`src/rtl/gpio_mmio.sv`:
```
// gpio_mmio: memory-mapped GPIO block with debounced switch inputs, sticky
// rising-edge flags (write-1-to-clear) and registered LED outputs.
// Register map: 0 SW (RO), 1 LED (RW), 2 EDGE (W1C), 3 CTRL.
// Optional feature: define GPIO_IRQ_EN to add the irq output and make
// register 3 an RW interrupt mask over the EDGE flags.
module gpio_mmio #(
  parameter int unsigned DATA_W     = 16,
  parameter int unsigned SW_W       = 10,
  parameter int unsigned LED_W      = 10,
  parameter int unsigned DEB_CYCLES = 16
) (
  input  logic              clk,
  input  logic              reset,
  input  logic              sel,
  input  logic              we,
  input  logic [1:0]        addr,
  input  logic [DATA_W-1:0] wdata,
  output logic [DATA_W-1:0] rdata,
  output logic              ready,
  input  logic [SW_W-1:0]   switches,
`ifdef GPIO_IRQ_EN
  output logic [LED_W-1:0]  leds,
  output logic              irq
`else
  output logic [LED_W-1:0]  leds
`endif
);

  localparam int unsigned CntW = (DEB_CYCLES > 1) ? $clog2(DEB_CYCLES) : 1;
  localparam logic [CntW-1:0] CntMax = CntW'(DEB_CYCLES - 1);

  typedef enum logic [0:0] {StIdle, StAck} state_e;

  state_e              state_q, state_d;
  logic                ready_q, ready_d;
  logic [DATA_W-1:0]   rdata_q, rdata_d;
  logic [DATA_W-1:0]   rd_val;
  logic [LED_W-1:0]    led_q, led_d;
  logic [SW_W-1:0]     edge_q, edge_d;
  logic [SW_W-1:0]     sync1_q, sync2_q;
  logic [SW_W-1:0]     stable_q, stable_d;
  logic [SW_W-1:0]     rise;
  logic [CntW-1:0]     cnt_q [SW_W];
  logic [CntW-1:0]     cnt_d [SW_W];
  logic                accept;
  logic                wr_led, wr_edge;
  logic                unused_wdata;

  // Upper wdata bits beyond the register widths are intentionally ignored.
  assign unused_wdata = ^wdata;

  // A request is only taken in IDLE; sel during ACK is ignored.
  assign accept  = (state_q == StIdle) && sel;
  assign wr_led  = accept && we && (addr == 2'd1);
  assign wr_edge = accept && we && (addr == 2'd2);

  // Bus FSM next state: IDLE -> ACK on sel, ACK -> IDLE always.
  always_comb begin
    state_d = state_q;
    unique case (state_q)
      StIdle:  if (sel) state_d = StAck;
      StAck:   state_d = StIdle;
      default: state_d = StIdle;
    endcase
  end

  // Bus FSM state and registered handshake outputs.
  always_ff @(posedge clk or negedge reset) begin
    if (!reset) begin
      state_q <= StIdle;
      ready_q <= 1'b0;
      rdata_q <= '0;
    end else begin
      state_q <= state_d;
      ready_q <= ready_d;
      rdata_q <= rdata_d;
    end
  end

`ifdef GPIO_IRQ_EN
  logic [SW_W-1:0] mask_q, mask_d;
  logic            irq_q;
  logic            wr_mask;

  assign wr_mask = accept && we && (addr == 2'd3);

  // Mask register write.
  always_comb begin
    mask_d = mask_q;
    if (wr_mask) mask_d = wdata[SW_W-1:0];
  end

  // Mask and irq registers; irq lags EDGE/mask by one cycle.
  always_ff @(posedge clk or negedge reset) begin
    if (!reset) begin
      mask_q <= '0;
      irq_q  <= 1'b0;
    end else begin
      mask_q <= mask_d;
      irq_q  <= |(edge_q & mask_q);
    end
  end

  assign irq = irq_q;
`endif

  // Read mux; unused upper bits read as zero.
  always_comb begin
    rd_val = '0;
    unique case (addr)
      2'd0: rd_val[SW_W-1:0]  = stable_q;
      2'd1: rd_val[LED_W-1:0] = led_q;
      2'd2: rd_val[SW_W-1:0]  = edge_q;
`ifdef GPIO_IRQ_EN
      2'd3: rd_val[SW_W-1:0]  = mask_q;
`else
      2'd3: rd_val = '0;
`endif
      default: rd_val = '0;
    endcase
  end

  // Read data is captured on the IDLE->ACK edge and is zero otherwise.
  always_comb begin
    ready_d = accept;
    rdata_d = (accept && !we) ? rd_val : '0;
  end

  // Per-channel debounce: count consecutive differing samples.
  always_comb begin
    stable_d = stable_q;
    for (int i = 0; i < int'(SW_W); i++) begin
      cnt_d[i] = '0;
      if (sync2_q[i] != stable_q[i]) begin
        if (cnt_q[i] == CntMax) begin
          stable_d[i] = sync2_q[i];
        end else begin
          cnt_d[i] = cnt_q[i] + CntW'(1);
        end
      end
    end
  end

  assign rise = stable_d & ~stable_q;

  // LED write and EDGE flags; a new rising edge wins over a clear.
  always_comb begin
    led_d  = led_q;
    edge_d = edge_q;
    if (wr_led)  led_d  = wdata[LED_W-1:0];
    if (wr_edge) edge_d = edge_q & ~wdata[SW_W-1:0];
    edge_d = edge_d | rise;
  end

  // Synchroniser, debounce and register state.
  always_ff @(posedge clk or negedge reset) begin
    if (!reset) begin
      sync1_q  <= '0;
      sync2_q  <= '0;
      stable_q <= '0;
      led_q    <= '0;
      edge_q   <= '0;
      for (int i = 0; i < int'(SW_W); i++) cnt_q[i] <= '0;
    end else begin
      sync1_q  <= switches;
      sync2_q  <= sync1_q;
      stable_q <= stable_d;
      led_q    <= led_d;
      edge_q   <= edge_d;
      for (int i = 0; i < int'(SW_W); i++) cnt_q[i] <= cnt_d[i];
    end
  end

  assign ready = ready_q;
  assign rdata = rdata_q;
  assign leds  = led_q;

endmodule

```
`config.mk`:
```
export PLATFORM = sky130hd
export DESIGN_NAME = gpio_mmio
export DESIGN_NICKNAME = d
export VERILOG_FILES = /design/src/rtl/gpio_mmio.sv
export SDC_FILE = /design/constraint.sdc
export NUM_CORES = 1
export LEC_CHECK = 0
export BUFFER_PORTS_ARGS = -buffer_cell sky130_fd_sc_hd__buf_2
export CAP_MARGIN = 10
export CORE_MARGIN = 4
export CORE_UTILIZATION = 30
export CTS_CLUSTER_SIZE = 28
export DETAILED_ROUTE_END_ITERATION = 8
export PLACE_DENSITY = 0.56
export SLEW_MARGIN = 10
export SYNTH_ARGS = -nofsm -noshare
export SYNTH_HDL_FRONTEND = slang
export SYNTH_SLANG_ARGS = --single-unit
export TNS_END_PERCENT = 50
```
`constraint.sdc`:
```
create_clock -name clk -period 1.6 [get_ports clk]
set_input_delay 0.16 -clock clk [delete_from_list [all_inputs] [get_ports clk]]
set_output_delay 0.16 -clock clk [all_outputs]
set_load 0.02 [all_outputs]
```
==> metrics.yaml <==
post-route-util: 0.3687
row_count: 43
grt_max_degree: 41
hold_viol_final: 0
synth-edff-count: 0
synth.ff_latch_count: 101
grt_pass1_vias: 2783
grt_pass1_wl_mm: 13.55
final_cell_area_mm2: 0.005099
critPathSlowestCell: "dfrtp_1"
yosysUniqueCellTypes: 28
min_period_ns: 1.416
root_buffer: "clkbuf_16"
p_sw_frac: 0.2434
post_cts_resized: 0
cts.sink_count: 101
yosysTopAreaCellShare: 0.5989
fin_cells: 585
worstPathArrival_ns: 1.64
drt_wl_total_mm: 8.078
syn_area_mm2: 0.004220
seqPwrFrac: 0.506
routed_via_density: 4.540
endpoint_kind: "flip-flop"
synth.area.top_cells: "dfrtp_1 60%, xnor2_1 4.2%, a21oi_1 3.6%"
drc: 0
critPathMaxFanout: 10
yosysMostFrequentCell: "dfrtp_1"
clk_pin_slew_ns: 0.06
ant_nets: 0
rsz0062_at_grt: "false"
hpwl_mm: 5.702
globalRouteOverflowTotal: 0
p_clk_frac: 0.378
place_inst: 558
setup_viol_count_final: 0
maxCapViolCount: 0
cts_buffers: 9
cp.required_ns: 1.82
drtIter0Drc: 89
fp.dieW_um: 126.6
path_class: "reg2reg"
ys_seq_area_frac: 0.5989
multiInputGateArea_mm2: 0.001585
p_int_uw: 4280
yosys_warnings: 0
pre_cts_slack_ns: 0.1827
initial_core_util: 0.3052
p_comb_frac: 0.116
wl_per_cell_um: 13.81
p_leak_uw: 0.002270
placement.io_buffers: 46
tritoncts: "yes"
synthArstFlopShare: 1.000
vias: 2656
maxSlewViolCount: 0
drive_gt1_frac: 0.2074
worstSkewPairLatency_ns: 0.34
grt_util_all_layers: 0.1074
core-area_mm2: 0.01383
final_nets: 442
cpPeakStageDelay_ns: 0.41
die_h_um: 126.6
pin_count: 59
finalWeightedCongestion: 0.7338
power_density_mw_per_mm2: 1109
fin_skew_ns: 0.004369
synth_cells: 328
clock_path_buffers: 2
placed_area_mm2: 0.004696
antenna_found_initial: 1
htreeDepth: 3
fill_cells: 1336
fmax_mhz: 706.3
hp-class: "in2reg"
synth_area_per_cell_um2: 12.87
power.switching_uw: 1377
seq_area_mm2: 0.002527
cp-start-kind: "flip-flop"
drt_first_pass_iters: 4
n_antenna_cell: 0
dominantRegCellSynth: "dfrtp_1"
min_period_over_period: 0.8849
setup_tns_ns: 0
die_area_mm2: 0.01603
synth.largest_area_cell: "dfrtp_1"
worst_slack_ns: 0.1841
status: "complete, no violations"
irDropWorstVdd_v: 0.0004139
crit_chain: "nor2b_4, and3_4, mux2_4"
synth_common_cells: "101 x dfrtp_1, 30 x a21oi_1, 21 x nor2b_1"
layout-area-overhead-vs-synth_pct: 20.81
==> flip-flops by register name, summed over array words and instances (netlist names) <==
register and cells:
sync2_q 10, stable_q 10, sync1_q 10, cnt_q 40
edge_q 10, ready 1, rdata 10, leds 10
==> kinds of logic (layout without fill, tap and decap cells) <==
group | Yosys count | after routing | share of synthesized area
other | 1 | 6 | 0.0008886
AO/OA/AOI/OAI | 50 | 50 | 0.06819
AND/OR/NAND/NOR | 95 | 95 | 0.1450
XOR/XNOR | 20 | 20 | 0.04151
buffers and inverters | 21 | 93 | 0.02994
adder cells (fa/ha/maj) | 10 | 10 | 0.02965
flip-flops | 101 | 101 | 0.5989
multiplexers | 30 | 30 | 0.08598
==> metal layers <==
layer | vias to the layer above | track usage | wire length (µm)
met2 | 41 | 0.1759 | 3902
met3 | 11 | 0.03200 | 350
met1 | 1319 | 0.1363 | 3736
met4 | 2 | 0.03596 | 74
li1 | 1283 | - | -
met5 | - | 0 | 13
==> critical path: cells and delay by family (launching register included) <==
kind	cells	cell delay, ns
flops	1	0.41
mux	1	0.33
simple gates	2	0.57
==> path summary, 6_finish.rpt <==
check | start | to | slack [ns] | depth (start not counted)
max in group asynchronous | reset | leds[5]$_DFFE_PN0P_ | 0.74 | 3
min reg2reg | sync1_q[3]$_DFF_PN0_ | sync2_q[3]$_DFF_PN0_ | 0.35 | 0
min in group asynchronous | reset | sync1_q[6]$_DFF_PN0_ | 0.28 | 2
max | ready$_DFF_PN0_ | leds[9]$_DFFE_PN0P_ | 0.18 | 3
min | wdata[7] | leds[7]$_DFFE_PN0P_ | 0.06 | 2
max reg2reg | ready$_DFF_PN0_ | leds[9]$_DFFE_PN0P_ | 0.18 | 3
==> power by group through the flow <==
stage | Combinational, µW | Sequential, µW | Clock (µW)
6_report | 655 | 2860 | 2140
5_1_grt | 738 | 2880 | 2320
4_1_cts | 670 | 2860 | 2220
3_5_place_dp | 645 | 2910 | 0
3_3_place_gp | 630 | 2900 | 0
2_1_floorplan | 321 | 2970 | 0
==> cell usage in the layout, fill, tap and decap left out, types with 4 or more instances in the layout <==
| master | n |
|---|---|
| a211o_1 | 10 |
| a21oi_1 | 30 |
| buf_2 | 45 |
| buf_4 | 10 |
| clkbuf_16 | 9 |
| clkinv_2 | 4 |
| conb_1 | 6 |
| dfrtp_1 | 101 |
| dlygate4sd3_1 | 11 |
| ha_1 | 10 |
| inv_1 | 10 |
| mux2_1 | 10 |
| mux2_4 | 10 |
| mux2i_1 | 10 |
| nand2_1 | 10 |
| nand3_1 | 10 |
| nand4b_1 | 10 |
| nor2_1 | 10 |
| nor2b_1 | 21 |
| nor3b_1 | 20 |
| o21ai_0 | 10 |
| or2_1 | 9 |
| xnor2_1 | 20 |
==> per-stage QoR <==
| stage | power [µW] | hold slack (ns) |
|---|---|---|
| after floorplan | 3292 | -0.1356 |
| after global placement | 3528 | 0.1091 |
| after detailed placement | 3552 | 0.1147 |
| after CTS | 5755 | 0.04983 |
| after global routing | 5944 | 0.06242 |
| final | 5657 | 0.06347 |
==> what timing repair did <==
item	in CTS	in global routing
endpoints found under the hold margin	34	0
setup endpoints to repair	0	0
hold buffers	11	0
setup buffers	0	0
==> layout make-up <==
cell class | instances | share of cell area
Clock buffer | 11 | 0.04761
Clock inverter | 5 | 0.009816
Timing Repair Buffer | 67 | 0.08442
Inverter | 10 | 0.007362
Sequential cell | 101 | 0.4957
Tap cell | 180 | 0.04417
Multi-Input combinational cell | 211 | 0.3109
No activity file was read; power rests on OpenSTA's default activity.
